### src/rtl/auc_naf_seq_if.sv
// auc_naf_seq_if: digit-stream, point-command and sequence-status signals of the NAF sequencer.
interface auc_naf_seq_if #(parameter int WINDOW = 4);
    localparam int DIG_W = (1 << (WINDOW - 2)) + 1;
    localparam int IDX_W = WINDOW - 2;
    logic             seq_start;
    logic             naf_shft_rdy;
    logic [DIG_W-1:0] naf_shft_vlue;
    logic             naf_shft_last;
    logic             naf_shft_en;
    logic             cmd_vld;
    logic [1:0]       cmd_op;
    logic [IDX_W-1:0] cmd_idx;
    logic             cmd_neg;
    logic             cmd_done;
    logic             seq_done;
    logic             seq_inf;
    logic             seq_err;
    modport master (
        output seq_start, naf_shft_rdy, naf_shft_vlue, naf_shft_last, cmd_done,
        input  naf_shft_en, cmd_vld, cmd_op, cmd_idx, cmd_neg, seq_done, seq_inf, seq_err
    );
    modport slave (
        input  seq_start, naf_shft_rdy, naf_shft_vlue, naf_shft_last, cmd_done,
        output naf_shft_en, cmd_vld, cmd_op, cmd_idx, cmd_neg, seq_done, seq_inf, seq_err
    );
endinterface

### src/rtl/auc_naf_seq.sv
// auc_naf_seq: left-to-right window-NAF double-and-add command sequencer.
// Optional AUC_NAF_SEQ_STAT_EN adds saturating DBL and LOAD/ADD completion counters.
module auc_naf_seq #(
    parameter int WINDOW = 4
`ifdef AUC_NAF_SEQ_STAT_EN
    , parameter int CNT_W = 9
`endif
) (
    input logic clk,
    input logic rst,
    auc_naf_seq_if.slave bus
`ifdef AUC_NAF_SEQ_STAT_EN
    , output logic [CNT_W-1:0] stat_dbl,
    output logic [CNT_W-1:0] stat_add
`endif
);
    localparam int MAG_W = 1 << (WINDOW - 2);
    localparam int IDX_W = WINDOW - 2;
    localparam logic [1:0] OP_LOAD = 2'd0;
    localparam logic [1:0] OP_DBL  = 2'd1;
    localparam logic [1:0] OP_ADD  = 2'd2;

    typedef enum logic [3:0] {IDLE, WAIT, DEC, ISS1, WT1, ISS2, WT2, ADV, GAP, FIN} state_t;

    state_t           state;
    logic [MAG_W-1:0] mag;
    logic             multi;
    logic             nz_c;
    logic [IDX_W-1:0] idx_c;
    logic             sgn;
    logic [IDX_W-1:0] idx;
    logic             nz;
    logic             last;
    logic             q_inf;
    logic [1:0]       op;

    assign mag   = bus.naf_shft_vlue[MAG_W-1:0];
    assign multi = |(mag & (mag - MAG_W'(1)));
    assign nz_c  = |mag && !multi;

    // Magnitude MSB is 1P, so bit i maps to table index MAG_W-1-i.
    always_comb begin
        idx_c = '0;
        for (int i = 0; i < MAG_W; i++)
            if (mag[i]) idx_c = IDX_W'(MAG_W - 1 - i);
    end

    always_ff @(posedge clk) begin
        if (rst) begin
            state           <= IDLE;
            bus.naf_shft_en <= 1'b0;
            bus.cmd_vld     <= 1'b0;
            bus.cmd_op      <= '0;
            bus.cmd_idx     <= '0;
            bus.cmd_neg     <= 1'b0;
            bus.seq_done    <= 1'b0;
            bus.seq_inf     <= 1'b1;
            bus.seq_err     <= 1'b0;
            q_inf           <= 1'b1;
            sgn             <= 1'b0;
            idx             <= '0;
            nz              <= 1'b0;
            last            <= 1'b0;
            op              <= OP_LOAD;
`ifdef AUC_NAF_SEQ_STAT_EN
            stat_dbl        <= '0;
            stat_add        <= '0;
`endif
        end else begin
            bus.naf_shft_en <= 1'b0;
            bus.seq_done    <= 1'b0;
            case (state)
                IDLE: if (bus.seq_start) begin
                    state       <= WAIT;
                    q_inf       <= 1'b1;
                    bus.seq_err <= 1'b0;
`ifdef AUC_NAF_SEQ_STAT_EN
                    stat_dbl    <= '0;
                    stat_add    <= '0;
`endif
                end
                WAIT: if (bus.naf_shft_rdy) state <= DEC;
                DEC: begin
                    sgn   <= bus.naf_shft_vlue[MAG_W];
                    idx   <= idx_c;
                    nz    <= nz_c;
                    last  <= bus.naf_shft_last;
                    op    <= q_inf ? OP_LOAD : OP_DBL;
                    state <= (q_inf && !nz_c) ? ADV : ISS1;
                    if (multi) bus.seq_err <= 1'b1;
                end
                ISS1: begin
                    bus.cmd_vld <= 1'b1;
                    bus.cmd_op  <= op;
                    bus.cmd_idx <= idx;
                    bus.cmd_neg <= sgn;
                    state       <= WT1;
                end
                // Q is finite after any completed command, so q_inf clears unconditionally.
                WT1: if (bus.cmd_done) begin
                    bus.cmd_vld <= 1'b0;
                    q_inf       <= 1'b0;
                    state       <= (op == OP_DBL && nz) ? ISS2 : ADV;
`ifdef AUC_NAF_SEQ_STAT_EN
                    if (op == OP_DBL && !(&stat_dbl)) stat_dbl <= stat_dbl + CNT_W'(1);
                    if (op != OP_DBL && !(&stat_add)) stat_add <= stat_add + CNT_W'(1);
`endif
                end
                ISS2: begin
                    bus.cmd_vld <= 1'b1;
                    bus.cmd_op  <= OP_ADD;
                    state       <= WT2;
                end
                WT2: if (bus.cmd_done) begin
                    bus.cmd_vld <= 1'b0;
                    state       <= ADV;
`ifdef AUC_NAF_SEQ_STAT_EN
                    if (!(&stat_add)) stat_add <= stat_add + CNT_W'(1);
`endif
                end
                ADV: begin
                    bus.naf_shft_en <= 1'b1;
                    state           <= last ? FIN : GAP;
                end
                GAP: state <= WAIT;
                FIN: begin
                    bus.seq_done <= 1'b1;
                    bus.seq_inf  <= q_inf;
                    state        <= IDLE;
                end
                default: state <= IDLE;
            endcase
        end
    end
endmodule

### src/flat_wrapper.sv
// flat-port wrapper written by rule: the top's interface ports become plain ports
module auc_naf_seq_flat 
#(
    parameter int WINDOW = 4

)
  (clk, rst, bus_seq_start, bus_naf_shft_rdy, bus_naf_shft_vlue, bus_naf_shft_last, bus_cmd_done, bus_naf_shft_en, bus_cmd_vld, bus_cmd_op, bus_cmd_idx, bus_cmd_neg, bus_seq_done, bus_seq_inf, bus_seq_err);
  auc_naf_seq_if #(.WINDOW(WINDOW)) bus_i ();
  input logic clk;
  input logic rst;
  input wire logic [$bits(bus_i.seq_start)-1:0] bus_seq_start;
  input wire logic [$bits(bus_i.naf_shft_rdy)-1:0] bus_naf_shft_rdy;
  input wire logic [$bits(bus_i.naf_shft_vlue)-1:0] bus_naf_shft_vlue;
  input wire logic [$bits(bus_i.naf_shft_last)-1:0] bus_naf_shft_last;
  input wire logic [$bits(bus_i.cmd_done)-1:0] bus_cmd_done;
  output wire logic [$bits(bus_i.naf_shft_en)-1:0] bus_naf_shft_en;
  output wire logic [$bits(bus_i.cmd_vld)-1:0] bus_cmd_vld;
  output wire logic [$bits(bus_i.cmd_op)-1:0] bus_cmd_op;
  output wire logic [$bits(bus_i.cmd_idx)-1:0] bus_cmd_idx;
  output wire logic [$bits(bus_i.cmd_neg)-1:0] bus_cmd_neg;
  output wire logic [$bits(bus_i.seq_done)-1:0] bus_seq_done;
  output wire logic [$bits(bus_i.seq_inf)-1:0] bus_seq_inf;
  output wire logic [$bits(bus_i.seq_err)-1:0] bus_seq_err;
  assign bus_i.seq_start = bus_seq_start;
  assign bus_i.naf_shft_rdy = bus_naf_shft_rdy;
  assign bus_i.naf_shft_vlue = bus_naf_shft_vlue;
  assign bus_i.naf_shft_last = bus_naf_shft_last;
  assign bus_i.cmd_done = bus_cmd_done;
  assign bus_naf_shft_en = bus_i.naf_shft_en;
  assign bus_cmd_vld = bus_i.cmd_vld;
  assign bus_cmd_op = bus_i.cmd_op;
  assign bus_cmd_idx = bus_i.cmd_idx;
  assign bus_cmd_neg = bus_i.cmd_neg;
  assign bus_seq_done = bus_i.seq_done;
  assign bus_seq_inf = bus_i.seq_inf;
  assign bus_seq_err = bus_i.seq_err;
  auc_naf_seq #(.WINDOW(WINDOW)) u_core (.clk(clk), .rst(rst), .bus(bus_i));
endmodule
### config.mk
export PLATFORM = sky130hd
export DESIGN_NAME = auc_naf_seq_flat
export DESIGN_NICKNAME = d
export VERILOG_FILES = /design/src/rtl/auc_naf_seq_if.sv /design/src/rtl/auc_naf_seq.sv /design/src/flat_wrapper.sv
export SDC_FILE = /design/constraint.sdc
export NUM_CORES = 1
export LEC_CHECK = 0
export ABC_AREA = 0
export BUFFER_PORTS_ARGS = -buffer_cell sky130_fd_sc_hd__buf_2
export CAP_MARGIN = 0
export CORE_AREA = 4 4 48 50
export DETAILED_ROUTE_END_ITERATION = 16
export DIE_AREA = 0 0 52 54
export PLACE_DENSITY = 0.76
export RECOVER_POWER = 100
export SLEW_MARGIN = 20
export SYNTH_ARGS = -nofsm -noshare
export SYNTH_HDL_FRONTEND = slang
export SYNTH_SLANG_ARGS = --single-unit
### constraint.sdc
create_clock -name clk -period 2.4 [get_ports clk]
set_clock_uncertainty 0.1 [all_clocks]
set_input_delay 0.48 -clock clk [delete_from_list [all_inputs] [get_ports clk]]
set_output_delay 0.48 -clock clk [all_outputs]
set_load 0.02 [all_outputs]
==> impl_results.md <==
* CP Data Arrival Time at 2.06 ns
* Iter 0 DRT Violations at 15
* Vias in the first global route at 851
* Cell Count, Final, Fillers Out at 163
* Hold WS at 0.281 ns
* Setup ws final at 0.458 ns
* Peak supply drop at 422 uV
* GRT Util Overall at 16.7%
* Final TNS setup at 0 ns
* Final setup violation count at 0
* Post-synthesis sequential area ratio at 42.5%
* Startpoint types: flip-flop
* Unrepaired setup endpoints after global routing: no
* Cell count after placement at 159
* Core Util, Final at 57.7%
* Design Power at 1.04 mW
* Hold_buf cts at 0
* Max-slew violations at 0
* CP max-delay cell: or4b_1
* Clock Pin Slew Worst Setup and Hold Paths at 0.11 ns
* Hpwl dp at 1.55 mm
* Clk_lat worst skew at 0.29 ns
* Total core area at 1900 um^2
* Status: completed
* First-pass GRT wire length at 3.53 mm
* Die width at 52 um
* Synth top area cells: dfxtp_1 43%, a21oi_1 6.1%, nand2_1 4.9%
* Post-cts resize count at 0
* DP Area at 1090 um^2
* Htree depth at 1
* Hold path start: bus_naf_shft_rdy
* Crit. Startpoint: u_core.state[1]$_SDFFE_PP0P_
* Crit-path cells: or4b_1 > or3_1 > a21oi_1
* Min-delay worst type: in -> reg
* Final hold vios at 0
* Post-place setup slack at 0.490 ns
* Average wire per standard cell at 12.8 um
* Vias at 891
* Maximum clock frequency at 515 MHz
* Power Dens Cells at 947 nW/um^2
* Drt pass-1 iters at 4
* Commonest non-fill, non-tap cells in the layout: 21 x dfxtp_1, 13 x nand2_1, 12 x a21oi_1, 12 x clkbuf_1, 11 x nor2_1
* IO Count at 21
* Initial Util at 52.0%
* Worst Tran Pin Value at 0.538 ns
* Tmin final at 1.94 ns
* Area growth syn-to-layout at 11.0%
* Post-synth top area share at 42.5%
* Layout cells sized above 1 at 11.8%
* Synthesized Nets at 131
* Cell row count at 16
* CTS tree: done
* Setup CP Type: reg -> reg
* Grt total ovfl at 0
* TritonCTS buffer count at 3
* Critical path fanouts, max at 14
* Mean Syn Cell Area at 8.24 um^2
* Crit path required time at 2.52 ns
* CTS max path bufs at 2
* R2r startpoint: u_core.state[1]$_SDFFE_PP0P_
* Cell count after synthesis at 120
* Leading cell type in the layout, fill and taps excluded: dfxtp_1
* Pleak at 0.369 nW
* Slew margin rel. at 64.0%
* Design area at 1100 um^2
* GP Congestion at 0.834
* PortBufs at 20
* Largest net degree at the start of global routing at 23
* Post-Route WL at 2.08 mm
* # Post-CTS Setup Buffers at 0
* Final #Nets at 148
* Die area at 2810 um^2
* Synthesized area at 988 um^2
* Synth Register Bits at 21
* Slowest stage delay, CP at 0.62 ns
* Endpoint class of the critical path: flip-flop
* Initial antenna violation count at 0
* Die H at 54 um
* DR DRC count at 0
* Largest area contributor in the synthesized netlist: dfxtp_1
* Post-DR vias/cell at 5.47
* Number of max-cap violations at 0
* Post-synth cell types at 37
* Antenna diode count at 0
* Fin crit share at 80.9%
* Root buf cell: clkbuf_4
* Antenna Nets Post-Route at 0
* # clock sinks at 21
* YS warnings at 0
## sequential cells by signal, summed over array words and instances (netlist names)
name and count:
u_core.bus.seq_err 1, u_core.bus.cmd_vld 1, u_core.state 4, u_core.op 1
u_core.idx 2, u_core.bus.seq_inf 1, u_core.sgn 1, u_core.nz 1
u_core.bus.seq_done 1, u_core.bus.cmd_neg 1, u_core.bus.naf_shft_en 1, u_core.q_inf 1
u_core.bus.cmd_op 2, u_core.bus.cmd_idx 2, u_core.last 1
## cells in the mapped netlist
cell and n:
o21bai_1 1, nor4_1 1, o21a_1 1, dfxtp_1 21
o221ai_1 1, nand3b_1 2, a21oi_1 12, nor3_1 9
buf_2 1, xnor2_1 1, a31oi_1 2, buf_6 1
nor3b_1 3, a21boi_0 1, xor2_1 1, or4b_1 1
o41ai_1 1, or3_1 1, mux2i_1 3, o311ai_0 1
nand4_1 1, or2_2 1, inv_1 4, a31o_2 2
clkbuf_1 7, nor2_1 11, nand2b_1 1, o311a_1 1
nor4b_1 3, nand2_1 13, o21ai_0 3, o32a_1 1
nand3_1 2, o31a_1 1, or2b_1 1, o31ai_1 2
a211oi_1 1
## layer usage
metal / global-route usage (%) / vias up / wire, um
met1: 21.3 / 404 / 1000
met5: 0 / - / 0
li1: - / 464 / -
met3: 4.16 / 0 / 86
met2: 26.8 / 23 / 990
met4: 6.99 / 0 / 0
## worst paths after layout
check             depth (start not counted)  slack, ns                              end
hold / removal                            2       0.28     u_core.state[0]$_SDFFE_PP0P_
setup reg to reg                          3       0.46       u_core.idx[0]$_SDFFE_PP0P_
hold reg to reg                           2       0.36  u_core.bus.seq_err$_SDFFE_PP0P_
setup / recovery                          3       0.46       u_core.idx[0]$_SDFFE_PP0P_
## power by group
group / total, mW / internal, mW / switching [mW]
Sequential: 0.518 / 0.407 / 0.111
Combinational: 0.361 / 0.161 / 0.201
Clock: 0.160 / 0.0646 / 0.0956
Total: 1.04 / 0.632 / 0.407
## kinds of logic (layout without fill, tap and decap cells)
group / count (synthesis) / in the layout / synth area share, %
xor gates and xnor gates: 2 / 2 / 1.77
DFF: 21 / 21 / 42.5
and+or+nand+nor: 50 / 50 / 26.1
AOI/OAI and AO/OA: 31 / 31 / 20.8
muxes: 3 / 3 / 3.04
buffers and inverters: 13 / 29 / 5.82
## critical path: cells and delay by family (launching register included)
family	cells	cell delay (ns)
compound gates	1	0.16
simple gates	2	1.02
flops	1	0.60
## area by class of cell
cell class	count	area, um^2
well taps	27	33.8
multi-input cells	86	510
repair buffers	21	91.3
inverters	4	15.0
fillers	190	805
clock buffers	4	26.3
flip-flops and latches	21	420
Note: power is estimated with default switching activity, not from simulation.
